`config.mk`:
```
export PLATFORM = sky130hd
export DESIGN_NAME = jesd_link_ctrl
export DESIGN_NICKNAME = d
export VERILOG_FILES = /design/src/rtl/jesd_link_ctrl.sv
export SDC_FILE = /design/constraint.sdc
export NUM_CORES = 1
export LEC_CHECK = 0
export CORE_ASPECT_RATIO = 1.1
export CORE_UTILIZATION = 30
export DETAILED_ROUTE_END_ITERATION = 12
export GPL_ROUTABILITY_DRIVEN = 0
export HOLD_SLACK_MARGIN = 0.05
export PLACE_DENSITY = 0.5
export SETUP_SLACK_MARGIN = 0.05
export SYNTH_ARGS = -nofsm -noshare
export SYNTH_HDL_FRONTEND = slang
export SYNTH_SLANG_ARGS = --single-unit
```
`constraint.sdc`:
```
create_clock -name clk_i -period 4.6 [get_ports clk_i]
set_input_delay 0.69 -clock clk_i [delete_from_list [all_inputs] [get_ports clk_i]]
set_output_delay 0.69 -clock clk_i [all_outputs]
set_load 0.005 [all_outputs]
```
`src/rtl/jesd_link_ctrl.sv`:
```
// JESD204 receive link bring-up / supervision FSM with retry, back-off and fault latch.
// Latency: every output is registered and moves one clk_i edge after the input that triggers it.
// Backpressure: none; inputs are sampled every cycle and the block never stalls.
//
// Ports: clk_i/resetn_i (async active-low); link_enable_i, clk_locked_i, lane_ready_i[NUM_LANES],
//        frame_align_err_i, lane_state_err_i, sysref_align_err_i, clear_fault_i in;
//        jesd_reset_o, link_up_o, fault_o, state_o[3], retry_cnt_o[8], err_cnt_o[16] out.
// Define JESD_LINK_CTRL_ERR_COUNT_EN to build the LINK_UP error counter; otherwise err_cnt_o is 0.
module jesd_link_ctrl #(
    parameter int NUM_LANES           = 3,
    parameter int LOCK_WAIT_CYCLES    = 1024,
    parameter int RESET_CYCLES        = 16,
    parameter int SYNC_TIMEOUT_CYCLES = 65536,
    parameter int BACKOFF_CYCLES      = 256,
    parameter int MAX_RETRIES         = 7
) (
    input  logic                 clk_i,
    input  logic                 resetn_i,
    input  logic                 link_enable_i,
    input  logic                 clk_locked_i,
    input  logic [NUM_LANES-1:0] lane_ready_i,
    input  logic                 frame_align_err_i,
    input  logic                 lane_state_err_i,
    input  logic                 sysref_align_err_i,
    input  logic                 clear_fault_i,
    output logic                 jesd_reset_o,
    output logic                 link_up_o,
    output logic                 fault_o,
    output logic [2:0]           state_o,
    output logic [7:0]           retry_cnt_o,
    output logic [15:0]          err_cnt_o
);

    typedef enum logic [2:0] {
        ST_IDLE      = 3'd0,
        ST_WAIT_LOCK = 3'd1,
        ST_RESET     = 3'd2,
        ST_WAIT_SYNC = 3'd3,
        ST_LINK_UP   = 3'd4,
        ST_BACKOFF   = 3'd5,
        ST_FAULT     = 3'd6
    } state_t;

    // One dwell counter serves every timed state, so it is sized for the longest wait.
    localparam int MAX_A = (LOCK_WAIT_CYCLES > RESET_CYCLES) ? LOCK_WAIT_CYCLES : RESET_CYCLES;
    localparam int MAX_B = (SYNC_TIMEOUT_CYCLES > BACKOFF_CYCLES) ? SYNC_TIMEOUT_CYCLES : BACKOFF_CYCLES;
    localparam int MAX_C = (MAX_A > MAX_B) ? MAX_A : MAX_B;
    localparam int CW    = $clog2(MAX_C + 1);

    localparam logic [CW-1:0] LOCK_LAST    = CW'(LOCK_WAIT_CYCLES - 1);
    localparam logic [CW-1:0] RESET_LAST   = CW'(RESET_CYCLES - 1);
    localparam logic [CW-1:0] SYNC_LAST    = CW'(SYNC_TIMEOUT_CYCLES - 1);
    localparam logic [CW-1:0] BACKOFF_LAST = CW'(BACKOFF_CYCLES - 1);
    localparam logic [7:0]    MAX_R        = 8'(MAX_RETRIES);

    state_t          state_q, state_d;
    logic [CW-1:0]   cnt_q, cnt_d;
    logic [7:0]      retry_q, retry_d;
    logic            jesd_reset_q, jesd_reset_d;
    logic            link_up_q, link_up_d;
    logic            fault_q, fault_d;
    logic            all_ready, any_err, retry_inc;

    assign all_ready = &lane_ready_i;
    assign any_err   = frame_align_err_i | lane_state_err_i | sysref_align_err_i;

    always_comb begin
        state_d   = state_q;
        cnt_d     = cnt_q;
        retry_d   = retry_q;
        retry_inc = 1'b0;

        if (state_q != ST_FAULT && !link_enable_i) begin
            state_d = ST_IDLE;
        end else if ((state_q inside {ST_RESET, ST_WAIT_SYNC, ST_LINK_UP, ST_BACKOFF}) && !clk_locked_i) begin
            // Lost lock is an infrastructure event, not a failed attempt.
            state_d = ST_WAIT_LOCK;
        end else begin
            case (state_q)
                ST_IDLE:      state_d = ST_WAIT_LOCK;
                ST_WAIT_LOCK: if (clk_locked_i && cnt_q == LOCK_LAST) state_d = ST_RESET;
                ST_RESET:     if (cnt_q == RESET_LAST) state_d = ST_WAIT_SYNC;
                ST_WAIT_SYNC: begin
                    // Ready wins over a coincident timeout.
                    if (all_ready) begin
                        state_d = ST_LINK_UP;
                    end else if (cnt_q == SYNC_LAST) begin
                        state_d   = ST_BACKOFF;
                        retry_inc = 1'b1;
                    end
                end
                ST_LINK_UP: begin
                    if (any_err || !all_ready) begin
                        state_d   = ST_BACKOFF;
                        retry_inc = 1'b1;
                    end
                end
                ST_BACKOFF: begin
                    if (cnt_q == BACKOFF_LAST) state_d = (retry_q >= MAX_R) ? ST_FAULT : ST_WAIT_LOCK;
                end
                ST_FAULT:     if (clear_fault_i) state_d = ST_IDLE;
                default:      state_d = ST_IDLE;
            endcase
        end

        // Dwell counter: restarts on any state change; WAIT_LOCK also restarts it while unlocked.
        if (state_d != state_q) begin
            cnt_d = '0;
        end else if (state_q == ST_WAIT_LOCK && !clk_locked_i) begin
            cnt_d = '0;
        end else if (state_q inside {ST_WAIT_LOCK, ST_RESET, ST_WAIT_SYNC, ST_BACKOFF}) begin
            cnt_d = cnt_q + CW'(1);
        end

        if (state_d == ST_IDLE) begin
            retry_d = '0;
        end else if (retry_inc && retry_q != 8'hFF) begin
            retry_d = retry_q + 8'd1;
        end

        jesd_reset_d = !(state_d inside {ST_WAIT_SYNC, ST_LINK_UP});
        link_up_d    = (state_d == ST_LINK_UP);
        fault_d      = (state_d == ST_FAULT);
    end

    always_ff @(posedge clk_i or negedge resetn_i) begin
        if (!resetn_i) begin
            state_q      <= ST_IDLE;
            cnt_q        <= '0;
            retry_q      <= '0;
            jesd_reset_q <= 1'b1;
            link_up_q    <= 1'b0;
            fault_q      <= 1'b0;
        end else begin
            state_q      <= state_d;
            cnt_q        <= cnt_d;
            retry_q      <= retry_d;
            jesd_reset_q <= jesd_reset_d;
            link_up_q    <= link_up_d;
            fault_q      <= fault_d;
        end
    end

`ifdef JESD_LINK_CTRL_ERR_COUNT_EN
    logic [15:0] err_q, err_d;

    // clear_fault beats a coincident error; simultaneous error inputs count once.
    always_comb begin
        err_d = err_q;
        if (clear_fault_i) begin
            err_d = '0;
        end else if (state_q == ST_LINK_UP && any_err && err_q != 16'hFFFF) begin
            err_d = err_q + 16'd1;
        end
    end

    always_ff @(posedge clk_i or negedge resetn_i) begin
        if (!resetn_i) begin
            err_q <= '0;
        end else begin
            err_q <= err_d;
        end
    end

    assign err_cnt_o = err_q;
`else
    assign err_cnt_o = '0;
`endif

    assign state_o      = state_q;
    assign retry_cnt_o  = retry_q;
    assign jesd_reset_o = jesd_reset_q;
    assign link_up_o    = link_up_q;
    assign fault_o      = fault_q;

endmodule
```
==> metrics.csv <==
metric;value;unit
grt_pass1_wl;7650;um
dr.first_iter.drc_count;72;
die-area;7380;um2
critical_path.top_delay_family;simple AND/OR/NAND/NOR gates;
dr.pass1.iters;4;
core;6710;um2
synth_seq_area_share;36.8;%
p_switching;0.141;mW
cts_max_path_buffers;2;
max_stage_delay;690;ps
grt_max_degree;32;
cts_buffers;5;
r2r_end;retry_cnt_o[5]$_DFFE_PN0P_;
cpMostUsedCell;nand4_1;
async_reset_ff_share;100;%
area_growth;15.1;%
relSlewSlack;57.9;%
drc_errors;0;
critPathSlowestCell;a2111oi_4;
portBuffers;24;
period_needed;2760;ps
yosysWarningCount;0;
hold_start;cnt_q[14]$_DFFE_PN0P_;
whs_path_depth;2;
antenna_found_initial;0;
worstSetupEndpointType;flip-flop;
worst-path-buf-inv;0;
ys_seq_elements;31;
tritoncts;yes;
dieWidth;82.0;um
cp-start-kind;flip-flop;
setup_viol;0;
hold_class;flip-flop to flip-flop;
clock-sinks;31;
hold_viol_final;0;
rrSetupSlack;1840;ps
overflow;0;
cts_setup_buffers;0;
io_pins;41;
fin_tns_setup;0;ps
syn_avg_cell_area;9.34;um2
cp_max_fo;8;
ant_nets;0;
syn_area;2110;um2
synth_edf_count;0;
min_period_over_period;60.1;%
path_class;flip-flop to flip-flop;
cts_max_level;2;
fin_area;2430;um2
drive_above_1_share;9.60;%
cp_cell_sequence;nand3_1, nor2_1, nand4_1, nor2_1, ha_1, nand4_1, a2111oi_4, nand4_1, xor2_1, a21oi_2;
slew_viol_final;0;
routed_wl;4570;um
reg2reg_from;cnt_q[8]$_DFFE_PN0P_;
skew;2.08;ps
synthCells;226;
p_int;0.435;mW
avgRoutedWirePerCell;13.8;um
combPwrFrac;9.3;%
ir_drop;0.108;mV
clockRootBuffer;clkbuf_8;
vias_per_cell;5.00;
p_clk_share;41.2;%
path_clk_slew;70;ps
vias;1661;
postPlaceCellArea;2330;um2
initial_utilization;31.5;%
ys.flop_type;dfrtp_1;
cts_resized;0;
num_rows;31;
drv_cap;0;
fin_nets;263;
rsz0062_at_grt;no;
grt_usage;13.6;%
holdBufCountCts;0;
reg2reg_depth;10;
required;4750;ps
synth_cell_types;52;
holdPathEnd;cnt_q[14]$_DFFE_PN0P_;
n_antenna_cell;0;
fmax;0.362;GHz
p_leak;0.990;nW
status;finished, final reports clean;
tightest_slew;628;ps
grt_pass1_vias;1619;
pwr-share-seq;49.5;%
p_sw_share;24.4;%
die_h;90.0;um
cp.arrival;2910;ps
clock_latency;280;ps
powerDensity;237;nW/um2
place_hpwl;3340;um
-- synthesized netlist by cell type (2+ instances only) --
| cell type | n | share of area [%] |
|---|---|---|
| a21oi_1 | 13 | 3.1 |
| a21oi_2 | 2 | 0.83 |
| a31oi_1 | 2 | 0.59 |
| and2b_1 | 3 | 1.1 |
| and3_1 | 3 | 0.89 |
| and4_1 | 2 | 0.83 |
| buf_4 | 20 | 7.1 |
| buf_6 | 3 | 1.6 |
| dfrtp_1 | 30 | 36 |
| ha_1 | 3 | 1.8 |
| inv_1 | 7 | 1.2 |
| mux2i_1 | 4 | 1.9 |
| nand2_1 | 13 | 2.3 |
| nand2b_1 | 2 | 0.59 |
| nand3_1 | 10 | 2.4 |
| nand4_1 | 11 | 3.3 |
| nor2_1 | 23 | 4.1 |
| nor3_1 | 12 | 2.8 |
| nor3b_1 | 2 | 0.71 |
| nor4_1 | 3 | 0.89 |
| o21ai_0 | 6 | 1.4 |
| xnor2_1 | 10 | 4.1 |
| xor2_1 | 13 | 5.4 |
-- final cells by class --
cell class	instances	area [um2]
clock buffer	8	100
fill	694	4280
inverter	7	26.3
multi-input combinational	179	1180
sequential	31	777
tap	82	103
timing repair buffer	25	248
-- power groups by stage --
stage	Combinational (mW)	Clock [mW]	Sequential (mW)
2_1_floorplan	0.0471	0	0.287
3_3_place_gp	0.0549	0	0.290
3_5_place_dp	0.0546	0	0.290
4_1_cts	0.0550	0.243	0.285
5_1_grt	0.0606	0.255	0.286
6_report	0.0538	0.237	0.285
-- cell usage in the layout, fill, tap and decap left out, types with 2 or more instances in the layout --
master	n
clkdlybuf4s50_1	24
mux2i_1	4
a21oi_1	13
nor3_1	12
o21ai_0	6
nand2b_1	2
and3_1	3
nor3b_1	2
ha_1	3
nand4_1	11
nor4_1	3
clkbuf_8	7
xnor2_1	10
xor2_1	13
nor2_1	23
conb_1	16
and4_1	2
and2b_1	3
a31oi_1	2
nand3_1	10
inv_1	7
a21oi_2	2
dfrtp_1	30
nand2_1	13
-- state kept, by name, indices dropped and copies added, names as in the netlist --
name,cells
state_o,3
retry_cnt_o,8
cnt_q,17
fault_o,1
link_up_o,1
jesd_reset_o,1
-- routing by layer --
layer	global-route usage [%]	share of wire (%)
met2	22.2	48
met3	2.74	3.4
met4	5.26	1.5
met1	17.3	47
met5	0	0
-- worst min-delay path, cell delays in order, from the launching register on --
cell and delay [ps]:
dfrtp_1 380, xor2_1 80, nor2_1 90
-- worst max path at each step --
stage,cells past startpoint,slack (ps),start,to
after CTS,10,1790,cnt_q[8]$_DFFE_PN0P_,retry_cnt_o[5]$_DFFE_PN0P_
final,10,1840,cnt_q[8]$_DFFE_PN0P_,retry_cnt_o[5]$_DFFE_PN0P_
after global placement,10,1810,cnt_q[8]$_DFFE_PN0P_,retry_cnt_o[5]$_DFFE_PN0P_
after global routing,10,1490,cnt_q[8]$_DFFE_PN0P_,retry_cnt_o[7]$_DFFE_PN0P_
after floorplan,11,2210,cnt_q[8]$_DFFE_PN0P_,retry_cnt_o[5]$_DFFE_PN0P_
after detailed placement,10,1810,cnt_q[8]$_DFFE_PN0P_,retry_cnt_o[5]$_DFFE_PN0P_
-- stage by stage --
| stage | util (%) | power (mW) | hold WS (ps) | std cells | setup WS, ps |
|---|---|---|---|---|---|
| 6_report | 36.2 | 0.576 | 586 | 332 | 1840 |
| 3_5_place_dp | 34.7 | 0.345 | 577 | 324 | 1810 |
| 4_1_cts | 36.2 | 0.583 | 591 | 332 | 1790 |
| 5_1_grt | 36.2 | 0.602 | 619 | 332 | 1490 |
| 3_3_place_gp | 34.7 | 0.345 | 554 | 324 | 1810 |
| 2_1_floorplan | - | 0.334 | 394 | 241 | 2210 |
-- cells by family (layout without fill, tap and decap cells) --
kind of cell,Yosys count,count (layout),synth area share (%)
AO/OA/AOI/OAI,36,36,13.0
XOR/XNOR,23,23,9.54
adder cells (fa/ha/maj),3,3,1.78
buffers and inverters,31,40,10.1
flip-flops,31,31,36.8
multiplexers,4,4,1.90
other,1,16,0.178
AND/OR/NAND/NOR,97,97,26.6
No activity file was read; power rests on OpenSTA's default activity.
